## src/rtl/pe_pkg.sv

```systemverilog
// Shared definitions for the PE MAC sequencer: controller states and the four
// phase codes of one MAC step.
package pe_pkg;

    typedef enum logic [1:0] {
        ST_IDLE = 2'd0,
        ST_RUN  = 2'd1,
        ST_OUT  = 2'd2
    } state_e;

    localparam logic [1:0] PH_LOAD = 2'd0;
    localparam logic [1:0] PH_MUL  = 2'd1;
    localparam logic [1:0] PH_ACC  = 2'd2;
    localparam logic [1:0] PH_WB   = 2'd3;

endpackage

```

## src/rtl/pe_mac_sequencer_if.sv

```systemverilog
// Operand feed and result collector bundle of the PE MAC sequencer.
interface pe_mac_sequencer_if #(
    parameter int DATA_W = 8,
    parameter int ACC_W  = 24
);
    // Both channels: a transfer happens on a rising edge where valid && ready;
    // the source holds valid and payload stable until that edge.
    logic              in_valid;
    logic              in_ready;
    logic [DATA_W-1:0] in_a;
    logic [DATA_W-1:0] in_b;
    logic              out_valid;
    logic              out_ready;
    logic [ACC_W-1:0]  out_acc;

    modport master (
        output in_valid, in_a, in_b, out_ready,
        input  in_ready, out_valid, out_acc
    );

    modport slave (
        input  in_valid, in_a, in_b, out_ready,
        output in_ready, out_valid, out_acc
    );

endinterface

```

## src/rtl/pe_phase_cnt.sv

```systemverilog
// Two-bit phase counter for the four-phase MAC step; wraps WB -> LOAD.
module pe_phase_cnt (
    input  logic       clk,
    input  logic       clr_i,
    input  logic       adv_i,
    output logic [1:0] phase_o
);

    logic [1:0] cnt_q;
    logic [1:0] cnt_d;

    always_comb begin
        cnt_d = cnt_q;
        if (adv_i) begin
            cnt_d = cnt_q + 2'd1;
        end
    end

    always_ff @(posedge clk) begin
        if (clr_i) begin
            cnt_q <= '0;
        end else begin
            cnt_q <= cnt_d;
        end
    end

    assign phase_o = cnt_q;

endmodule

```

## src/rtl/pe_mac_sequencer.sv

```systemverilog
// Runs one signed MAC per four-phase step (LOAD, MUL, ACC, WB) over a latched
// number of operand pairs, then offers the accumulated result to the collector.
module pe_mac_sequencer
    import pe_pkg::*;
#(
    parameter int DATA_W  = 8,
    parameter int ACC_W   = 24,
    parameter int STEPS_W = 8
) (
    input  logic               clk,
    input  logic               rst,
    input  logic               start,
    input  logic [STEPS_W-1:0] cfg_steps,
    pe_mac_sequencer_if.slave  bus,
    output logic               busy,
    output logic               done,
    output logic [1:0]         phase,
    output state_e             state_dbg
);

    localparam int PROD_W = 2 * DATA_W;

    state_e                     state_q, state_d;
    logic [STEPS_W-1:0]         steps_q, steps_d;
    logic [STEPS_W-1:0]         step_cnt_q, step_cnt_d;
    logic signed [DATA_W-1:0]   a_q, a_d;
    logic signed [DATA_W-1:0]   b_q, b_d;
    logic signed [PROD_W-1:0]   prod_q, prod_d;
    logic signed [ACC_W-1:0]    acc_q, acc_d;
    logic [ACC_W-1:0]           out_acc_q, out_acc_d;
    logic                       done_q, done_d;

    logic [1:0] phase_q;
    logic       ph_clr;
    logic       ph_adv;
    logic       in_ready_w;
    logic       out_valid_w;

    // Phase counter is held at LOAD whenever no step is in flight.
    pe_phase_cnt u_phase_cnt (
        .clk     (clk),
        .clr_i   (rst | ph_clr),
        .adv_i   (ph_adv),
        .phase_o (phase_q)
    );

    always_comb begin
        state_d     = state_q;
        steps_d     = steps_q;
        step_cnt_d  = step_cnt_q;
        a_d         = a_q;
        b_d         = b_q;
        prod_d      = prod_q;
        acc_d       = acc_q;
        out_acc_d   = out_acc_q;
        done_d      = 1'b0;
        ph_clr      = 1'b0;
        ph_adv      = 1'b0;
        in_ready_w  = 1'b0;
        out_valid_w = 1'b0;

        case (state_q)
            ST_IDLE: begin
                ph_clr = 1'b1;
                if (start) begin
                    state_d    = ST_RUN;
                    steps_d    = (cfg_steps == '0) ? STEPS_W'(1) : cfg_steps;
                    step_cnt_d = '0;
                    acc_d      = '0;
                end
            end

            ST_RUN: begin
                case (phase_q)
                    PH_LOAD: begin
                        in_ready_w = 1'b1;
                        if (bus.in_valid) begin
                            a_d    = bus.in_a;
                            b_d    = bus.in_b;
                            ph_adv = 1'b1;
                        end
                    end
                    PH_MUL: begin
                        prod_d = PROD_W'(a_q) * PROD_W'(b_q);
                        ph_adv = 1'b1;
                    end
                    PH_ACC: begin
                        // Sign-extend the product; the sum wraps at ACC_W bits.
                        acc_d  = acc_q + ACC_W'(prod_q);
                        ph_adv = 1'b1;
                    end
                    default: begin
                        ph_adv = 1'b1;
                        if (step_cnt_q == steps_q - STEPS_W'(1)) begin
                            state_d   = ST_OUT;
                            out_acc_d = acc_q;
                        end else begin
                            step_cnt_d = step_cnt_q + STEPS_W'(1);
                        end
                    end
                endcase
            end

            ST_OUT: begin
                ph_clr      = 1'b1;
                out_valid_w = 1'b1;
                if (bus.out_ready) begin
                    state_d = ST_IDLE;
                    done_d  = 1'b1;
                end
            end

            default: begin
                state_d = ST_IDLE;
            end
        endcase
    end

    always_ff @(posedge clk) begin
        if (rst) begin
            state_q    <= ST_IDLE;
            steps_q    <= '0;
            step_cnt_q <= '0;
            a_q        <= '0;
            b_q        <= '0;
            prod_q     <= '0;
            acc_q      <= '0;
            out_acc_q  <= '0;
            done_q     <= 1'b0;
        end else begin
            state_q    <= state_d;
            steps_q    <= steps_d;
            step_cnt_q <= step_cnt_d;
            a_q        <= a_d;
            b_q        <= b_d;
            prod_q     <= prod_d;
            acc_q      <= acc_d;
            out_acc_q  <= out_acc_d;
            done_q     <= done_d;
        end
    end

    assign bus.in_ready  = in_ready_w;
    assign bus.out_valid = out_valid_w;
    assign bus.out_acc   = out_acc_q;
    assign busy          = (state_q != ST_IDLE);
    assign done          = done_q;
    assign phase         = (state_q == ST_RUN) ? phase_q : PH_LOAD;
    assign state_dbg     = state_q;

endmodule

```

## src/flat_wrapper.sv

```systemverilog
// flat-port wrapper written by rule: the top's interface ports become plain ports
module pe_mac_sequencer_flat import pe_pkg::*;
#(
    parameter int DATA_W  = 8,
    parameter int ACC_W   = 24,
    parameter int STEPS_W = 8
)
  (clk, rst, start, cfg_steps, busy, done, phase, state_dbg, bus_in_valid, bus_in_a, bus_in_b, bus_out_ready, bus_in_ready, bus_out_valid, bus_out_acc);
  pe_mac_sequencer_if #(.DATA_W(DATA_W), .ACC_W(ACC_W)) bus_i ();
  input  logic clk;
  input  logic rst;
  input  logic start;
  input  logic [STEPS_W-1:0] cfg_steps;
  output logic busy;
  output logic done;
  output logic [1:0] phase;
  output state_e state_dbg;
  input wire logic [$bits(bus_i.in_valid)-1:0] bus_in_valid;
  input wire logic [$bits(bus_i.in_a)-1:0] bus_in_a;
  input wire logic [$bits(bus_i.in_b)-1:0] bus_in_b;
  input wire logic [$bits(bus_i.out_ready)-1:0] bus_out_ready;
  output wire logic [$bits(bus_i.in_ready)-1:0] bus_in_ready;
  output wire logic [$bits(bus_i.out_valid)-1:0] bus_out_valid;
  output wire logic [$bits(bus_i.out_acc)-1:0] bus_out_acc;
  assign bus_i.in_valid = bus_in_valid;
  assign bus_i.in_a = bus_in_a;
  assign bus_i.in_b = bus_in_b;
  assign bus_i.out_ready = bus_out_ready;
  assign bus_in_ready = bus_i.in_ready;
  assign bus_out_valid = bus_i.out_valid;
  assign bus_out_acc = bus_i.out_acc;
  pe_mac_sequencer #(.DATA_W(DATA_W), .ACC_W(ACC_W), .STEPS_W(STEPS_W)) u_core (.clk(clk), .rst(rst), .start(start), .cfg_steps(cfg_steps), .bus(bus_i), .busy(busy), .done(done), .phase(phase), .state_dbg(state_dbg));
endmodule
```

## config.mk

```make
export PLATFORM = sky130hd
export DESIGN_NAME = pe_mac_sequencer_flat
export DESIGN_NICKNAME = d
export VERILOG_FILES = /design/src/rtl/pe_pkg.sv /design/src/rtl/pe_mac_sequencer_if.sv /design/src/rtl/pe_phase_cnt.sv /design/src/rtl/pe_mac_sequencer.sv /design/src/flat_wrapper.sv
export SDC_FILE = /design/constraint.sdc
export NUM_CORES = 1
export LEC_CHECK = 0
export BUFFER_PORTS_ARGS = -buffer_cell sky130_fd_sc_hd__buf_4
export CAP_MARGIN = 15
export CORE_ASPECT_RATIO = 1.2
export CORE_MARGIN = 4
export CORE_UTILIZATION = 50
export DETAILED_ROUTE_END_ITERATION = 6
export GPL_TIMING_DRIVEN = 0
export PLACE_DENSITY_LB_ADDON = 0.12
export RECOVER_POWER = 25
export REMOVE_ABC_BUFFERS = 1
export SLEW_MARGIN = 10
export SYNTH_ARGS = -nofsm -noshare
export SYNTH_HDL_FRONTEND = slang
export SYNTH_SLANG_ARGS = --single-unit
```

## constraint.sdc

```tcl
create_clock -name clk -period 13.9 [get_ports clk]
set_input_delay 4.17 -clock clk [delete_from_list [all_inputs] [get_ports clk]]
set_output_delay 4.17 -clock clk [all_outputs]
set_load 0.01 [all_outputs]
```

==> run_results.csv, run 1 <==
group,metric,value,unit
synth,synth-seq-cells,101,
clocking,clk_latency,0.35,ns
final_layout,multiInputGateArea,0.00512,mm^2
worst_setup_path,worstPathRequired,14.14,ns
synth,yosysWarnings,0,
clocking,htree_levels,3,
synth,yosys.area.top_type_share,26.5,%
timing,worst_pin_slew,3.38,ns
synth,yosysUniqueCellTypes,60,
synth,synthArstFlopShare,0,%
clocking,numClockSinks,101,
global_routing,grt_max_degree,78,
global_routing,grt_pass1_wl,28.0,mm
synth,yosysSeqAreaShare,26.5,%
placement,io_buffer_count,60,
timing,fin_skew,0.00720,ns
clocking,clk_pin_slew,0.07,ns
routing,wl,15.4,mm
worst_setup_path,rr_startpoint,"u_core.b_q[7]",
power,p_per_area,72.0,mW/mm^2
final_layout,seq_area,0.00202,mm^2
power,peakVddDrop,0.0484,mV
worst_setup_path,cp_cell_sequence,"clkbuf_1, inv_1, nand2_1, nor2_1, a211oi_1, nand3b_1",
timing,hold_viol,0,
timing,timing.final.crit_period,8.55,ns
synth,yosysTopAreaCell,"dfxtp_1",
synth,synthFlopType,"dfxtp_1",
routing,routedWlPerCell,13.6,um
worst_setup_path,worstSetupStartpoint,"rst",
clocking,cts_root_buf,"clkbuf_16",
clocking,post_cts_buffers,0,
global_routing,antenna_found_initial,0,
final_layout,fillers,1472,
clocking,ctsResizeCount,0,
die,io_pins,61,
clocking,numCtsBuffers,9,
synth,syn_area,0.00764,mm^2
final_layout,syn_to_final_growth,11.2,%
worst_setup_path,cp-start-kind,"primary input",
placement,place_hpwl,11.8,mm
worst_setup_path,path_max_fanout,77,
timing,post-route-period-util,61.5,%
worst_setup_path,r2r_slack,9.07,ns
status,violations,"capacitance limit, slew limit",
status,status,"finished with violations",
routing,firstDrtPassIters,4,
worst_setup_path,slowest_stage,"clkbuf_1",
timing,clock.fmax,0.117,GHz
final_layout,fin_cells,1134,
final_layout,drive_above_1_share,8.92,%
timing,slew_violations,78,
routing,routed_via_density,5.15,
timing,tns,0,ns
job,maxCapViolCount,1,
global_routing,grt_pass1_vias,5992,
worst_setup_path,reg2reg_to,"u_core.prod_q[15]",
routing,ant_nets,0,
routing,drc_errors,0,
die,die_w,121,um
clocking,tritoncts,"yes",
synth,synth_edf_count,0,
die,core,0.0150,mm^2
final_layout,num_antenna_cells,0,
worst_setup_path,end_kind,"flip-flop",
synth,syn_inst,881,
die,dieArea,0.0173,mm^2
routing,first_iter_violations,220,
hold_path,hold_class,"flip-flop to flip-flop",
die,fp-row-count,49,
placement,gp_congestion,0.882,
timing,setup_viol,0,
clocking,clockBufferDepth,2,
worst_setup_path,crit_type,"primary input to flip-flop",
synth,synthTopCellsByArea,"dfxtp_1, fa_1, ha_1, nand2_1, inv_1",
clocking,holdBufCountCts,0,
power,power_leakage,3.76,nW
timing,rsz0062_at_grt,"no",
die,initial_core_util,51.1,%
final_layout,nNetsFinal,1069,
worst_setup_path,reg2reg_depth,16,
placement,dp_cells,1119,
worst_setup_path,endpoint,"u_core.acc_q[21]",
worst_setup_path,cp.arrival,8.79,ns
synth,syn_area_per_cell,8.67,um^2
global_routing,gr-total-overflow,0,
worst_setup_path,critPathMaxStageDelay,2.34,ns
die,fp.dieH,143,um
timing,slew_headroom,-126,%
global_routing,grtUsageTotal,19.4,%
routing,vias,5845,
## worst max-delay path, delay by kind of cell
kind            cells  cell delay (ns)
simple gates        3             0.95
buf+inv             2             3.30
compound gates      1             0.32
## metal layers
layer / routed length (um) / track usage (%) / share of wire [%] / vias up
met5: 0 / 0 / 0 / -
li1: - / - / - / 3035
met2: 7370 / 33.0 / 48 / 51
met4: 225 / 5.73 / 1.5 / 0
met1: 7440 / 25.7 / 48 / 2746
met3: 334 / 2.80 / 2.2 / 13
## through the flow
step	hold WS [ns]	area (um^2)	power [mW]	util [%]	setup WS (ns)
CTS	0.467	8500	0.621	56.8	7.72
finish	0.462	8500	0.611	56.8	5.35
floorplan	0.430	7500	0.341	-	8.58
global placement	0.452	8210	0.363	54.9	7.36
detailed placement	0.457	8210	0.364	54.9	7.31
global route	0.486	8500	0.640	56.8	4.66
## sequential cells by signal, summed over array words and instances, names as in the netlist
register,cells
u_core.prod_q,16
u_core.b_q,8
u_core.state_dbg,2
u_core.steps_q,8
u_core.step_cnt_q,8
u_core.a_q,8
u_core.u_phase_cnt.phase_o,2
u_core.bus.out_acc,24
u_core.done,1
u_core.acc_q,24
## how the worst min path moves through the flow
stage,slack (ns),endpoint,depth (start not counted),startpoint
final,0.46,u_core.prod_q[11],2,u_core.prod_q[11]
after global routing,0.49,u_core.prod_q[10],2,u_core.prod_q[10]
after CTS,0.47,u_core.prod_q[11],2,u_core.prod_q[11]
after floorplan,0.43,u_core.prod_q[0],2,u_core.prod_q[0]
after detailed placement,0.46,u_core.prod_q[11],2,u_core.prod_q[11]
after global placement,0.45,u_core.prod_q[11],2,u_core.prod_q[11]
## layout by cell type (no fill, tap or decap), types with 20 or more instances in the layout
cell type  count
inv_1         96
buf_4         59
nor2_1        57
a21oi_1       64
and2_1        54
nand2_1      107
ha_1          58
dfxtp_1      101
o21ai_0       20
mux2i_1       26
fa_1          56
xnor2_1       28
## cell families (layout without fill, tap and decap cells)
kind of cell	after synthesis	after routing	share of synthesized area (%)
compound gates	167	167	14.2
xor+xnor	42	42	4.82
fa+ha+maj	114	114	24.2
buf+inv	122	171	6.49
flops	101	101	26.5
mux	28	28	3.75
simple gates	307	307	20.1
## power by group
| group | internal, mW | leakage [nW] | switching (mW) |
|---|---|---|---|
| Clock | 0.143 | 0.145 | 0.112 |
| Combinational | 0.0233 | 2.80 | 0.0318 |
| Sequential | 0.293 | 0.816 | 0.00750 |
| Total | 0.460 | 3.76 | 0.151 |
## cell type report
cell class / count / share of cell area [%]
clock inverters: 4 / 0.574
repair buffers: 60 / 5.26
flip-flops and latches: 101 / 23.8
inverters: 96 / 4.24
clock buffers: 11 / 2.86
well taps: 204 / 3.00
multi-input cells: 658 / 60.3
## synth_stat cells, drive strengths merged (2+ instances only)
cell,count
nand4,10
o21bai,8
nor2b,13
o211ai,2
a21o,12
nand3b,8
or3,3
nor2,58
nor4b,2
buf,7
nor4,2
a211o,5
and3,10
xor2,14
inv,96
o21a,9
a21oi,64
a311oi,2
xnor2,28
a2111oi,2
o2111ai,3
nand2,107
nor3,10
or2,3
a211oi,8
a22oi,8
dfxtp,101
mux2i,26
o22ai,4
nand3,14
clkbuf,19
a31oi,3
fa,56
and2,54
o21ai,28
mux2,2
nor3b,4
nand2b,5
and4,2
a32oi,2
ha,58
No activity file was read; power rests on OpenSTA's default activity.
==> run 2, diff against run 1 <==
Clock period 13.9 ns to 7.75 ns, I/O delays scaled along.
==> run 2 against run 1 <==
The run now ends clean. Sequential power increased by 79%. Core utilization did not move. Count of clock-buffer cells in the layout is the same. Total power up 79%. Die area did not move. Non-clock buffer count did not move. Worst hold slack better by 0.00052 ns. Setup slack worse by 2.4 ns. Register-to-register slack got worse by 6.2 ns. Critical endpoint is now u_core.prod_q[15]. Largest cell class unchanged. Largest power group unchanged.
==> run_results.csv, run 2 (synthesis results as in run 1) <==
group,metric,value,unit
clocking,cts_root_buf,"clkbuf_16",
hold_path,hold_class,"flip-flop to flip-flop",
status,status,"complete, no violations",
worst_setup_path,critPathMaxStageDelay,0.54,ns
timing,fin_skew,0.00708,ns
timing,slew_violations,0,
global_routing,use_met2,33.0,%
clocking,htree_levels,3,
die,dieArea,0.0173,mm^2
routing,drc_errors,0,
die,fp.dieH,143,um
timing,timing.final.crit_period,4.83,ns
routing,routed_via_density,5.15,
clocking,clk_pin_slew,0.07,ns
power,peakVddDrop,0.0876,mV
routing,firstDrtPassIters,4,
placement,gp_congestion,0.882,
timing,hold_viol,0,
clocking,ctsResizeCount,0,
global_routing,antenna_found_initial,0,
routing,vias,5839,
placement,io_buffer_count,60,
worst_setup_path,worstPathRequired,7.97,ns
worst_setup_path,crit_top_cell,"fa_1",
worst_setup_path,crit_type,"flip-flop to flip-flop",
timing,slew_headroom,27.3,%
routing,ant_nets,0,
clocking,post_cts_buffers,0,
worst_setup_path,cp_cell_sequence,"nand2b_1, fa_1, fa_1, inv_1, fa_1, inv_1, fa_1, inv_1, ha_1, o21a_1, a21oi_1, o21ai_0, a2111oi_1, a21oi_1, xnor2_1, a21oi_1",
routing,routedWlPerCell,13.6,um
worst_setup_path,end_kind,"flip-flop",
global_routing,grt_pass1_vias,5992,
timing,worst_pin_slew,1.09,ns
final_layout,drive_above_1_share,8.92,%
placement,place_hpwl,11.8,mm
timing,setup_viol,0,
clocking,tritoncts,"yes",
clocking,numCtsBuffers,9,
global_routing,busiest_layer,"met2",
worst_setup_path,cp-start-kind,"flip-flop",
final_layout,syn_to_final_growth,11.2,%
final_layout,fillers,1472,
die,io_pins,61,
die,fp-row-count,49,
clocking,clk_latency,0.35,ns
die,die_w,121,um
final_layout,layout_common_cells,"nand2_1, dfxtp_1, inv_1",
worst_setup_path,slowest_stage,"fa_1",
clocking,holdBufCountCts,0,
timing,tns,0,ns
final_layout,num_antenna_cells,0,
clocking,clockBufferDepth,2,
timing,rsz0062_at_grt,"no",
timing,post-route-period-util,62.3,%
global_routing,grt_pass1_wl,28.0,mm
power,power_leakage,3.75,nW
global_routing,grt_util_met1,25.7,%
worst_setup_path,path_max_fanout,10,
timing,fin_ws,2.92,ns
global_routing,gr-total-overflow,0,
global_routing,grtUsageTotal,19.4,%
final_layout,final_common_cell,"nand2_1",
worst_setup_path,cp.arrival,5.05,ns
die,core,0.0150,mm^2
placement,pre_cts_ws,2.82,ns
die,initial_core_util,51.1,%
final_layout,nNetsFinal,1069,
job,maxCapViolCount,0,
routing,first_iter_violations,214,
routing,wl,15.4,mm
worst_setup_path,reg2reg_depth,16,
timing,clock.fmax,0.207,GHz
global_routing,grtUsageMet3,2.80,%
clocking,numClockSinks,101,
hold_path,holdPathStages,2,
global_routing,grt_max_degree,78,
power,p_per_area,129,mW/mm^2
timing,hold_slack,0.463,ns
==> run 2: cell types whose count changed in the layout (fill, tap and decap cells not counted), sizes merged <==
cell	previous run	this run
clkbuf	12	11
buf	59	60
==> run 2: final cells by class <==
class / count / area (um^2) / share of cell area [%]
clock buffers: 11 / 243 / 2.86
clock inverters: 4 / 48.8 / 0.574
inverters: 96 / 360 / 4.24
multi-input cells: 658 / 5120 / 60.2
flip-flops and latches: 101 / 2020 / 23.8
well taps: 204 / 255 / 3.00
repair buffers: 60 / 450 / 5.30
==> run 2: path summary, 6_finish.rpt <==
check / start / end / slack [ns]
worst max-delay path: u_core.b_q[7] / u_core.prod_q[15] / 2.92
worst max register to register: u_core.b_q[7] / u_core.prod_q[15] / 2.92
worst min-delay path: u_core.prod_q[9] / u_core.prod_q[9] / 0.46
worst min register to register: u_core.prod_q[9] / u_core.prod_q[9] / 0.46
==> run 2: routing by layer <==
layer  vias up  part of all wire, %
met5         -                    0
met4         0                  1.4
met3        13                  2.1
met2        53                   48
met1      2741                   49
li1       3032                    -
==> run 2: per-stage QoR <==
step           cells  cell area (um^2)  util (%)  power (mW)
2_1_floorplan    855              7500         -       0.612
3_3_place_gp    1119              8210      54.9       0.651
3_5_place_dp    1119              8210      54.9       0.652
4_1_cts         1134              8500      56.8        1.11
5_1_grt         1134              8500      56.8        1.15
6_report        1134              8500      56.8        1.10
==> run 2: report_power, final <==
| group | switching [mW] | internal, mW |
|---|---|---|
| sequential | 0.0135 | 0.526 |
| clock | 0.202 | 0.257 |
| combinational | 0.0570 | 0.0418 |
| total | 0.272 | 0.825 |
==> run 2: worst max-delay path, delay by kind of cell, from the launching register on <==
kind	cells	cell delay (ns)
AOI/OAI and AO/OA	6	1.25
xor gates and xnor gates	1	0.20
adders and majority gates	5	2.42
buffers and inverters	3	0.14
DFF	1	0.53
and+or+nand+nor	1	0.13
==> run 3, diff against run 2 <==
Settings changed: ABC_AREA from default to 1.
Clock period 7.75 ns to 4.8 ns, I/O delays scaled along.
==> run 3 against run 2 <==
The flow now finishes with violations (capacitance limit, slew limit). Combinational power increased to 3.1 times the previous value. Sequential share of layout area decreased by 1.8 points. Die area is 11% higher. Total power is 79% higher. Synthesized cell count increased by 36%. Worst hold slack better by 0.0018 ns. First-iteration DRC count increased by 56%. Global-route usage rose by 2.3 points. Via count is 27% higher. Clock power grew 67%. Synthesized area increased by 12%.
==> run_results.csv, run 3 <==
group,metric,value,unit
status,status,"finished with violations",
status,violations,"capacitance limit, slew limit",
die,core,0.0168,mm^2
routing,firstDrtPassIters,5,
final_layout,nNetsFinal,1365,
worst_setup_path,cp-start-kind,"flip-flop",
clocking,cts_root_buf,"clkbuf_16",
routing,first_iter_violations,334,
global_routing,antenna_found_initial,0,
routing,ant_nets,0,
final_layout,drive_above_1_share,9.05,%
routing,drc_errors,0,
synth,synth-seq-cells,101,
synth,yosysTopAreaCell,"dfxtp_1",
timing,worst_pin_slew,1.72,ns
timing,post-route-period-util,92.6,%
clocking,numCtsBuffers,9,
power,power_leakage,4.49,nW
die,dieArea,0.0192,mm^2
worst_setup_path,crit_top_cell,"inv_1",
synth,synthFlopType,"dfxtp_1",
clocking,holdBufCountCts,0,
timing,rsz0062_at_grt,"no",
timing,setup_viol,0,
power,p_total,1.96,mW
synth,synth_edf_count,0,
routing,drt-met1-wl,8.65,mm
routing,routed_via_density,5.13,
synth,syn_area_per_cell,7.11,um^2
worst_setup_path,reg2reg_to,"u_core.prod_q[14]",
die,fp-row-count,52,
placement,pre_cts_ws,0.139,ns
clocking,numClockSinks,101,
die,fp.dieH,151,um
clocking,clk_pin_slew,0.08,ns
clocking,tritoncts,"yes",
synth,synth.cells.most_frequent,"nand2_1, inv_1, a21oi_1",
synth,yosys.area.top_type_share,23.7,%
synth,synthTopCellsByArea,"dfxtp_1, fa_1, nand2_1, inv_1, ha_1",
job,maxCapViolCount,1,
clocking,post_cts_buffers,0,
die,io_pins,61,
timing,clock.fmax,0.225,GHz
synth,syn_inst,1199,
die,initial_core_util,50.8,%
worst_setup_path,crit_type,"flip-flop to flip-flop",
hold_path,min-delay-start,"u_core.bus.out_acc[15]",
power,peakVddDrop,0.151,mV
worst_setup_path,critPathBufInv,6,
worst_setup_path,path_delay_family,"adder cells",
clocking,htree_levels,3,
routing,top_layer_used,"met4",
die,die_w,127,um
hold_path,hold_class,"flip-flop to flip-flop",
worst_setup_path,path_max_fanout,9,
synth,syn_area,0.00852,mm^2
worst_setup_path,reg2reg_depth,18,
timing,timing.final.crit_period,4.45,ns
synth,yosysWarnings,0,
worst_setup_path,r2r_slack,0.35,ns
final_layout,num_antenna_cells,0,
timing,slew_headroom,-14.6,%
global_routing,grt_pass1_wl,34.2,mm
synth,synthArstFlopShare,0,%
worst_setup_path,cp.arrival,4.70,ns
placement,io_buffer_count,60,
worst_setup_path,critPathMaxStageDelay,0.61,ns
worst_setup_path,worstSetupStartpoint,"u_core.b_q[3]",
timing,hold_viol,0,
synth,yosysMostFrequentCell,"nand2_1",
global_routing,grt_max_degree,80,
final_layout,syn_to_final_growth,8.27,%
placement,dp_cells,1427,
power,p_per_area,213,mW/mm^2
final_layout,final_util,55.0,%
synth,yosysUniqueCellTypes,41,
timing,fin_ws,0.354,ns
worst_setup_path,endpoint,"u_core.prod_q[14]",
worst_setup_path,end_kind,"flip-flop",
final_layout,fin_cells,1443,
final_layout,final_common_cell,"nand2_1",
worst_setup_path,slowest_stage,"fa_2",
routing,routed-wl-met3,611,um
placement,place_hpwl,15.4,mm
worst_setup_path,rr_startpoint,"u_core.b_q[3]",
timing,tns,0,ns
routing,routedWlPerCell,13.8,um
clocking,clk_latency,0.37,ns
worst_setup_path,worstSetupPathDepth,18,
global_routing,grt_pass1_vias,7254,
timing,slew_violations,80,
synth,yosysSeqAreaShare,23.7,%
worst_setup_path,cp_cell_sequence,"nand2_1, inv_1, fa_2, inv_1, fa_1, inv_1, fa_1, inv_1, fa_1, inv_1, ha_1, nand2_1, nor3_2, nand3_1, nand4_1, nand3_1, o211ai_1, inv_1",
global_routing,gr-total-overflow,0,
timing,fin_skew,0.0102,ns
routing,wl,20.0,mm
worst_setup_path,worstPathRequired,5.05,ns
final_layout,layout_common_cells,"nand2_1, inv_1, a21oi_1",
routing,vias,7402,
clocking,ctsResizeCount,0,
routing,wl_met2,10.1,mm
placement,gp_congestion,0.923,
clocking,clockBufferDepth,2,
global_routing,grtUsageTotal,21.7,%
-- run 3: metrics by stage --
step	cell area [um^2]	hold WS [ns]
after global placement	8990	0.452
final	9230	0.465
after CTS	9300	0.469
after global routing	9230	0.480
after floorplan	8270	0.443
after detailed placement	8990	0.458
-- run 3: worst register-to-register path: stages (launching register included) --
cell and delay, ns:
dfxtp_1 0.44, nand2_1 0.13, inv_1 0.09, fa_2 0.61
inv_1 0.14, fa_1 0.55, inv_1 0.05, fa_1 0.53
inv_1 0.05, fa_1 0.53, inv_1 0.04, ha_1 0.36
nand2_1 0.11, nor3_2 0.18, nand3_1 0.16, nand4_1 0.12
nand3_1 0.08, o211ai_1 0.11, inv_1 0.05
-- run 3: final cells by class --
type	count	area, um^2
multi-input combinational	841	5470
inverter	209	790
clock buffer	9	225
sequential	101	2030
timing repair buffer	60	362
fill	1719	7560
tap	216	270
clock inverter	7	81.3
-- run 3: logic make-up after synthesis --
| group | share of synthesized area (%) |
|---|---|
| AO/OA/AOI/OAI | 12.6 |
| XOR/XNOR | 2.77 |
| adder cells (fa/ha/maj) | 21.7 |
| buffers and inverters | 12.2 |
| flip-flops | 23.7 |
| AND/OR/NAND/NOR | 27.0 |
-- run 3: how the worst min path moves through the flow --
stage                                        end  slack (ns)  cells after the start
final                     u_core.bus.out_acc[15]        0.46                      2
after global placement     u_core.bus.out_acc[3]        0.45                      2
after CTS                 u_core.bus.out_acc[18]        0.47                      2
after detailed placement  u_core.bus.out_acc[22]        0.46                      2
after global routing      u_core.bus.out_acc[22]        0.48                      2
after floorplan                 u_core.prod_q[0]        0.44                      2
-- run 3: power breakdown --
group          switching (mW)  internal (mW)  total (mW)
logic                   0.201          0.104       0.305
clock network           0.356          0.413       0.768
registers              0.0320          0.856       0.888
total                   0.589           1.37        1.96
-- run 3: layer usage --
| metal | vias to the layer above | GRT usage, % |
|---|---|---|
| met5 | - | 0 |
| met4 | 0 | 8.74 |
| met3 | 44 | 2.96 |
| met2 | 116 | 38.8 |
| met1 | 3375 | 26.4 |
| li1 | 3867 | - |
